### src/rtl/ysyx_23060337_wbu.sv
`default_nettype none
// ============================================================================
// Module  : ysyx_23060337_wbu
// Purpose : Writeback unit of the multicycle NPC. Takes one retired
//           instruction per handshake from EXU, waits for load data from the
//           LSU when needed, sign/zero-extends it, drives the register-file
//           write port and pulses a commit strobe carrying the retiring PC.
// Ports   : clk, rst_n                      clock, async active-low reset
//           in_valid / in_ready             upstream handshake
//           in_pc, in_rd, in_rd_wen,
//           in_is_load, in_ld_funct3,
//           in_addr_lo, in_result           instruction fields
//           mem_rvalid / mem_rready,
//           mem_rdata                       load-data return
//           rf_wen, rf_waddr, rf_wdata      register-file write port
//           commit_valid, commit_pc         one-cycle retire pulse
// Revision: 1.0  initial release
// ============================================================================
module ysyx_23060337_wbu #(
   parameter int ADDR_WIDTH = 5,
   parameter int DATA_WIDTH = 32
) (
   input  logic                  clk,
   input  logic                  rst_n,
   input  logic                  in_valid,
   output logic                  in_ready,
   input  logic [DATA_WIDTH-1:0] in_pc,
   input  logic [ADDR_WIDTH-1:0] in_rd,
   input  logic                  in_rd_wen,
   input  logic                  in_is_load,
   input  logic [2:0]            in_ld_funct3,
   input  logic [1:0]            in_addr_lo,
   input  logic [DATA_WIDTH-1:0] in_result,
   input  logic                  mem_rvalid,
   input  logic [DATA_WIDTH-1:0] mem_rdata,
   output logic                  mem_rready,
   output logic                  rf_wen,
   output logic [ADDR_WIDTH-1:0] rf_waddr,
   output logic [DATA_WIDTH-1:0] rf_wdata,
   output logic                  commit_valid,
   output logic [DATA_WIDTH-1:0] commit_pc
);

   typedef enum logic [1:0] {
      S_IDLE     = 2'd0,
      S_MEM_WAIT = 2'd1,
      S_WRITE    = 2'd2
   } state_t;

   state_t                r_state;
   logic [DATA_WIDTH-1:0] r_pc;
   logic [ADDR_WIDTH-1:0] r_rd;
   logic                  r_rd_wen;
   logic [2:0]            r_funct3;
   logic [1:0]            r_addr_lo;
   logic [DATA_WIDTH-1:0] r_result;
   logic                  r_rf_wen;
   logic                  r_commit_valid;

   logic [7:0]            w_byte;
   logic [15:0]           w_half;
   logic [DATA_WIDTH-1:0] w_ld_ext;

   // Load extraction uses the latched funct3/addr_lo so only mem_rdata is
   // sampled on the rvalid edge.
   always_comb begin
      w_byte   = 8'h00;
      w_half   = 16'h0000;
      w_ld_ext = mem_rdata;
      case (r_addr_lo)
         2'd0:    w_byte = mem_rdata[7:0];
         2'd1:    w_byte = mem_rdata[15:8];
         2'd2:    w_byte = mem_rdata[23:16];
         default: w_byte = mem_rdata[31:24];
      endcase
      // Halfword lane is picked by addr_lo[1] only; misaligned bit 0 is ignored.
      w_half = r_addr_lo[1] ? mem_rdata[31:16] : mem_rdata[15:0];
      case (r_funct3)
         3'b000:  w_ld_ext = {{(DATA_WIDTH-8){w_byte[7]}}, w_byte};
         3'b100:  w_ld_ext = {{(DATA_WIDTH-8){1'b0}}, w_byte};
         3'b001:  w_ld_ext = {{(DATA_WIDTH-16){w_half[15]}}, w_half};
         3'b101:  w_ld_ext = {{(DATA_WIDTH-16){1'b0}}, w_half};
         default: w_ld_ext = mem_rdata;   // LW and reserved encodings
      endcase
   end

   always_ff @(posedge clk or negedge rst_n) begin
      if (!rst_n) begin
         r_state        <= S_IDLE;
         r_pc           <= '0;
         r_rd           <= '0;
         r_rd_wen       <= 1'b0;
         r_funct3       <= 3'b000;
         r_addr_lo      <= 2'b00;
         r_result       <= '0;
         r_rf_wen       <= 1'b0;
         r_commit_valid <= 1'b0;
      end else begin
         // Write/commit strobes are registered so they are high exactly
         // during the single WRITE cycle.
         r_rf_wen       <= 1'b0;
         r_commit_valid <= 1'b0;
         case (r_state)
            S_IDLE: begin
               if (in_valid) begin
                  r_pc      <= in_pc;
                  r_rd      <= in_rd;
                  r_rd_wen  <= in_rd_wen;
                  r_funct3  <= in_ld_funct3;
                  r_addr_lo <= in_addr_lo;
                  r_result  <= in_result;
                  if (in_is_load) begin
                     r_state <= S_MEM_WAIT;
                  end else begin
                     r_state        <= S_WRITE;
                     r_rf_wen       <= in_rd_wen && (in_rd != '0);
                     r_commit_valid <= 1'b1;
                  end
               end
            end
            S_MEM_WAIT: begin
               if (mem_rvalid) begin
                  r_result       <= w_ld_ext;
                  r_state        <= S_WRITE;
                  r_rf_wen       <= r_rd_wen && (r_rd != '0);
                  r_commit_valid <= 1'b1;
               end
            end
            S_WRITE: begin
               r_state <= S_IDLE;
            end
            default: begin
               r_state <= S_IDLE;
            end
         endcase
      end
   end

   assign in_ready     = (r_state == S_IDLE);
   assign mem_rready   = (r_state == S_MEM_WAIT);
   assign rf_wen       = r_rf_wen;
   assign rf_waddr     = r_rd;
   assign rf_wdata     = r_result;
   assign commit_valid = r_commit_valid;
   assign commit_pc    = r_pc;

endmodule
`default_nettype wire

### config.mk
export PLATFORM = sky130hd
export DESIGN_NAME = ysyx_23060337_wbu
export DESIGN_NICKNAME = d
export VERILOG_FILES = /design/src/rtl/ysyx_23060337_wbu.sv
export SDC_FILE = /design/constraint.sdc
export NUM_CORES = 1
export LEC_CHECK = 0
export ABC_AREA = 1
export BUFFER_PORTS_ARGS = -buffer_cell sky130_fd_sc_hd__buf_4
export CORE_MARGIN = 4
export CORE_UTILIZATION = 34
export DETAILED_ROUTE_END_ITERATION = 6
export GPL_ROUTABILITY_DRIVEN = 0
export PLACE_DENSITY = 0.74
export SYNTH_ARGS = -nofsm -noshare
export SYNTH_HDL_FRONTEND = slang
export SYNTH_SLANG_ARGS = --single-unit
### constraint.sdc
create_clock -name clk -period 1.3 [get_ports clk]
set_input_delay 0.26 -clock clk [delete_from_list [all_inputs] [get_ports clk]]
set_output_delay 0.26 -clock clk [all_outputs]
set_load 0.1 [all_outputs]
# After elaboration in Yosys (flattened, before gate mapping)
# Cells that the tools add are included.
[totals]
out_inout_bits = 73
in_bits = 112
wordCells = 46
ff_bits = 79
[op_classes]
reduce_logical = 11
n_eq_ne = 8
muxes = 18
[ops]
columns = ["cell", "count"]
rows = [
  ["32-bit case mux with 4 select lines", 1],
  ["32-bit 2-to-1 mux", 2],
  ["32-bit case mux with 2 select lines", 1],
  ["8-bit case mux with 3 select lines", 1],
  ["16-bit 2-to-1 mux", 1],
  ["5-bit nonzero test", 2],
  ["3-bit == test (second input constant)", 2],
  ["1-bit 2-to-1 mux", 6],
  ["2-bit 2-to-1 mux", 3],
  ["2-bit by 1-bit == test with 1-bit output (second input constant)", 2],
  ["2-bit zero test", 2],
  ["2-bit != test (second input constant)", 2],
  ["1-bit case mux with 2 select lines", 2],
  ["2-bit case mux with 2 select lines", 1],
  ["2-bit AND reduction", 2],
  ["3-bit by 1-bit == test with 1-bit output (second input constant)", 1],
  ["3-bit zero test", 1],
  ["3-bit AND reduction", 1],
  ["2-bit == test (second input constant)", 1],
  ["1-bit logical AND", 2],
  ["2-bit nonzero test", 1],
]

# Depth between registers and ports, before layout
[depth]
ltp_word = 5
mapped_depth = 9
ltp_nobuf = 7

# Worst setup path after synthesis
# No wires, ideal clock.
[synth_timing]
kind = "reg2reg"
from = "register r_state[1]"
to = "register r_result[12] (netlist: rf_wdata[12])"
path_buffers = 2
required_ns = 1.226
t_arrival_ns = 2.080
setup_slack_ns = -0.855
setup_time_ns = 0.074
path_stages_with_launch = 8
synth_period_minus_slack_ns = 2.155
path_cell_list = "dfrtp_1 > nor2_2 > nand2_2 > nand2_2 > buf_6 > buf_4 > nor2_1 > a21oi_2"
[synth_between]
elab_chain_len = 3
elab_cells_between_ends = 7
classes_between = "eq/ne: 3; mux: 1; reduce/logical: 3"
[synth_rtl]
columns = ["item", "line", "source"]
rows = [
  ["from (decl)", "50", "state_t r_state;"],
  ["from (signal assigned)", "89", "r_state <= S_IDLE;"],
  ["from (signal assigned)", "113", "r_state <= S_MEM_WAIT;"],
  ["from (signal assigned)", "115", "r_state <= S_WRITE;"],
  ["2-bit zero test (*)", "-", ""],
  ["named net in_ready", "26", "output logic in_ready,"],
  ["2-bit != test (no line) or 2-bit nonzero test (tied branches)", "-", ""],
  ["3-bit AND reduction (no line)", "-", ""],
  ["to (signal assigned)", "111", "r_result <= in_result;"],
  ["to (signal assigned)", "123", "r_result <= w_ld_ext;"],
  ["to (decl)", "56", "logic [DATA_WIDTH-1:0] r_result;"],
]
# Mark *: on every way through the listed nets, which the timed path passes. The rest lies on a longest branch.
# A chain may end at the register's enable or synchronous reset.

# Worst setup path in the final report
[layout_timing]
from = "register r_state[0]"
to = "register r_result[0] (netlist: rf_wdata[0])"
[layout_between]
elab_chain_len = 3
elab_cells_between_ends = 7
classes_between = "eq/ne: 3; mux: 1; reduce/logical: 3"
[layout_rtl]
columns = ["item", "line", "source"]
rows = [
  ["2-bit by 1-bit == test with 1-bit output or 2-bit zero test (tied branches)", "103", "case (r_state)"],
  ["2-bit != test (no line) or 2-bit nonzero test (tied branches)", "-", ""],
  ["3-bit AND reduction (no line)", "-", ""],
]
# Several ways; a longest one is shown, not always the timed one.

==> flow_metrics.tcl <==
set metrics [dict create \
    drtIter0Drc 170 \
    critical_path_class "reg -> reg" \
    rsz0062_at_grt "yes" \
    p_per_area_mw_per_mm2 2500 \
    grt-ovfl-total 0 \
    cts_max_path_buffers 2 \
    r2r_slack_ns -0.16 \
    tns_ns -4.03 \
    multiInputGateArea_mm2 0.00216 \
    drc 0 \
    fillers 1059 \
    cts_tree "yes" \
    synth.distinct_cells 27 \
    reg2reg_depth 9 \
    antenna_left 0 \
    numPortBuffers 184 \
    pin_count 185 \
    status "finished with violations" \
    fp.dieW_um 119 \
    die_area_mm2 0.0140 \
    critical_path.startpoint "r_state[0]" \
    yosys_warnings 0 \
    initial_core_util_pct 34.7 \
    drive_gt1_share_pct 46.2 \
    ys_seq_area_share_pct 47.6 \
    rows 40 \
    synth.net_count 654 \
    num_antenna_cells 0 \
    grtUsageMet1_pct 23.5 \
    antenna_found_initial 0 \
    root_buffer "clkbuf_16" \
    grt_pass1_vias 4240 \
    clk_latency_ns 0.34 \
    coreArea_mm2 0.0120 \
    min_path_type "in -> reg" \
    slew_headroom_pct 71.5 \
    via_per_inst 4.79 \
    critPathLaunchType "flop" \
    setup_viol 58 \
    drtPass1Iterations 5 \
    routedWlPerCell_um 15.4 \
    nets 867 \
    numCtsBuffers 9 \
    area_growth_pct 63.7 \
    max_freq_mhz 684 \
    setup_ws_ns -0.161 \
    path_max_fanout 7 \
    grt_usage_pct 19.0 \
    tightest_slew_ns 0.427 \
    crit_end "rf_wdata[0]" \
    min_period_ns 1.46 \
    grt_pass1_wl_um 21300 \
    place_ws_ns -0.118 \
    finalHoldViolations 0 \
    use_met2_pct 30.7 \
    peakVddDrop_uv 1420 \
    vias 4349 \
    synth_cells 542 \
    dp_hpwl_um 10200 \
    cp-end-kind "flop" \
    grt_max_degree 80 \
    final.setup_skew_ns 0.00568 \
    grt_use_met3_pct 6.51 \
    ys_ff_latch 79 \
    finalCritPeriodShare_pct 112 \
    clock_sinks 79 \
    die_h_um 119 \
    grt.busiest_layer "met2" \
    failed_checks "setup timing" \
    cp.required_ns 1.53 \
    drt-total-wl_um 14000 \
    finalMaxSlewViolations 0 \
    register_area_mm2 0.00198 \
    p_leak_uw 0.00352 \
    rr_startpoint "r_state[0]" \
    power.total_uw 17000 \
    cp.arrival_ns 1.69 \
    maxCapViolations 0 \
    syn_area_mm2 0.00415 \
    path_clk_slew_ns 0.06 \
    cts-htree-levels 3 \
    syn_area_per_cell_um2 7.66 \
    worstReg2RegEnd "rf_wdata[0]" \
]
## critical path: stages (launching register included)
cell and delay [ns]:
dfrtp_1 0.40, buf_6 0.12, nor2_4 0.13, buf_6 0.14, nand2_8 0.07, nand2_8 0.11, buf_12 0.15, nand2_1 0.06
a21oi_1 0.12, nor2_1 0.06
## cell usage in the layout, fill, tap and decap left out, types with 5 or more instances in the layout
master,instances
nand3_2,25
inv_1,20
buf_6,23
nand3_1,19
clkbuf_16,11
nor2_2,5
nand2_1,208
o21ai_0,17
or2_2,18
nor2_1,30
inv_2,5
a21oi_4,6
nand2_2,7
a21oi_2,19
o21ai_1,5
a21oi_1,25
dfrtp_1,78
buf_4,192
buf_12,12
## cell families (layout without fill, tap and decap cells)
family | after synthesis | after routing | share of synthesized area, %
buf+inv | 60 | 277 | 7.56
flops | 79 | 79 | 47.6
simple gates | 328 | 328 | 35.0
compound gates | 75 | 76 | 9.83
## final cells by class
cell class / instances / area share, %
Inverter: 28 / 1.80
Timing Repair Buffer: 233 / 30.1
Multi-Input combinational cell: 404 / 31.8
Clock buffer: 10 / 3.52
Sequential cell: 79 / 29.1
Clock inverter: 6 / 1.01
Tap cell: 147 / 2.71
## flip-flops by register name (all words and copies together) (netlist names)
name and cells:
rf_waddr 5, rf_wen 1, r_rd_wen 1, rf_wdata 32, r_funct3 3, commit_valid 1, commit_pc 32, r_addr_lo 2
r_state 2
## report_power, final
part	internal [uW]	leakage (uW)	switching [uW]
combinational	2720	0.00241	7840
clock	1550	0.000149	1060
sequential	3240	0.000955	566
total	7520	0.00352	9470
## synth_stat cells
| library cell | count | area, um2 |
|---|---|---|
| or2_2 | 18 | 113 |
| nor2_2 | 2 | 12.5 |
| inv_2 | 4 | 15.0 |
| nor2_4 | 1 | 11.3 |
| a21oi_2 | 4 | 35.0 |
| inv_8 | 1 | 11.3 |
| o21ai_0 | 23 | 115 |
| nand4_1 | 1 | 6.26 |
| nand2_2 | 2 | 12.5 |
| nor2_1 | 36 | 135 |
| nor3_1 | 2 | 10.0 |
| clkbuf_1 | 9 | 33.8 |
| o22ai_1 | 1 | 6.26 |
| a21oi_1 | 44 | 220 |
| buf_4 | 6 | 45.0 |
| buf_6 | 6 | 67.6 |
| inv_1 | 23 | 86.3 |
| nand3_1 | 32 | 160 |
| nand2_1 | 219 | 822 |
| dfrtp_1 | 79 | 1980 |
| a21oi_4 | 1 | 16.3 |
| o211ai_1 | 1 | 7.51 |
| nand3_2 | 12 | 120 |
| nor3b_1 | 1 | 7.51 |
| nand4_4 | 2 | 42.5 |
| a21o_1 | 1 | 7.51 |
| buf_2 | 11 | 55.1 |
## layer usage
layer | vias up | wire [um]
met2 | 176 | 6780
met5 | - | 0
li1 | 2146 | -
met1 | 2012 | 5560
met3 | 15 | 1460
met4 | 0 | 208
## how the worst min path moves through the flow
stage,start,endpoint,slack (ns),cells past startpoint
final,in_pc[29],commit_pc[29],0.11,3
after global routing,in_pc[29],commit_pc[29],0.10,3
after CTS,in_pc[27],commit_pc[27],0.10,3
after detailed placement,rst_n,commit_pc[5],0.33,2
after global placement,rst_n,commit_pc[8],0.33,2
after floorplan,rst_n,commit_pc[0],-0.04,0
## repair_timing
action	4_1_cts	5_1_grt
setup buffers	4	1
cloned	0	3
setup endpoints to repair	46	88
resized for setup	30	82
pin swaps	2	20
hold buffers	1	0
hold endpoints to repair	79	0
## through the flow
stage / hold slack, ns / instances / instance area [um2] / utilization (%)
CTS: 0.103 / 903 / 6430 / 53.7
detailed placement: 0.328 / 882 / 5970 / 49.9
floorplan: -0.0356 / 542 / 4240 / -
finish: 0.111 / 907 / 6800 / 56.8
global route: 0.103 / 907 / 6800 / 56.8
global placement: 0.326 / 882 / 5970 / 49.9
Note: power is estimated with default switching activity, not from simulation.
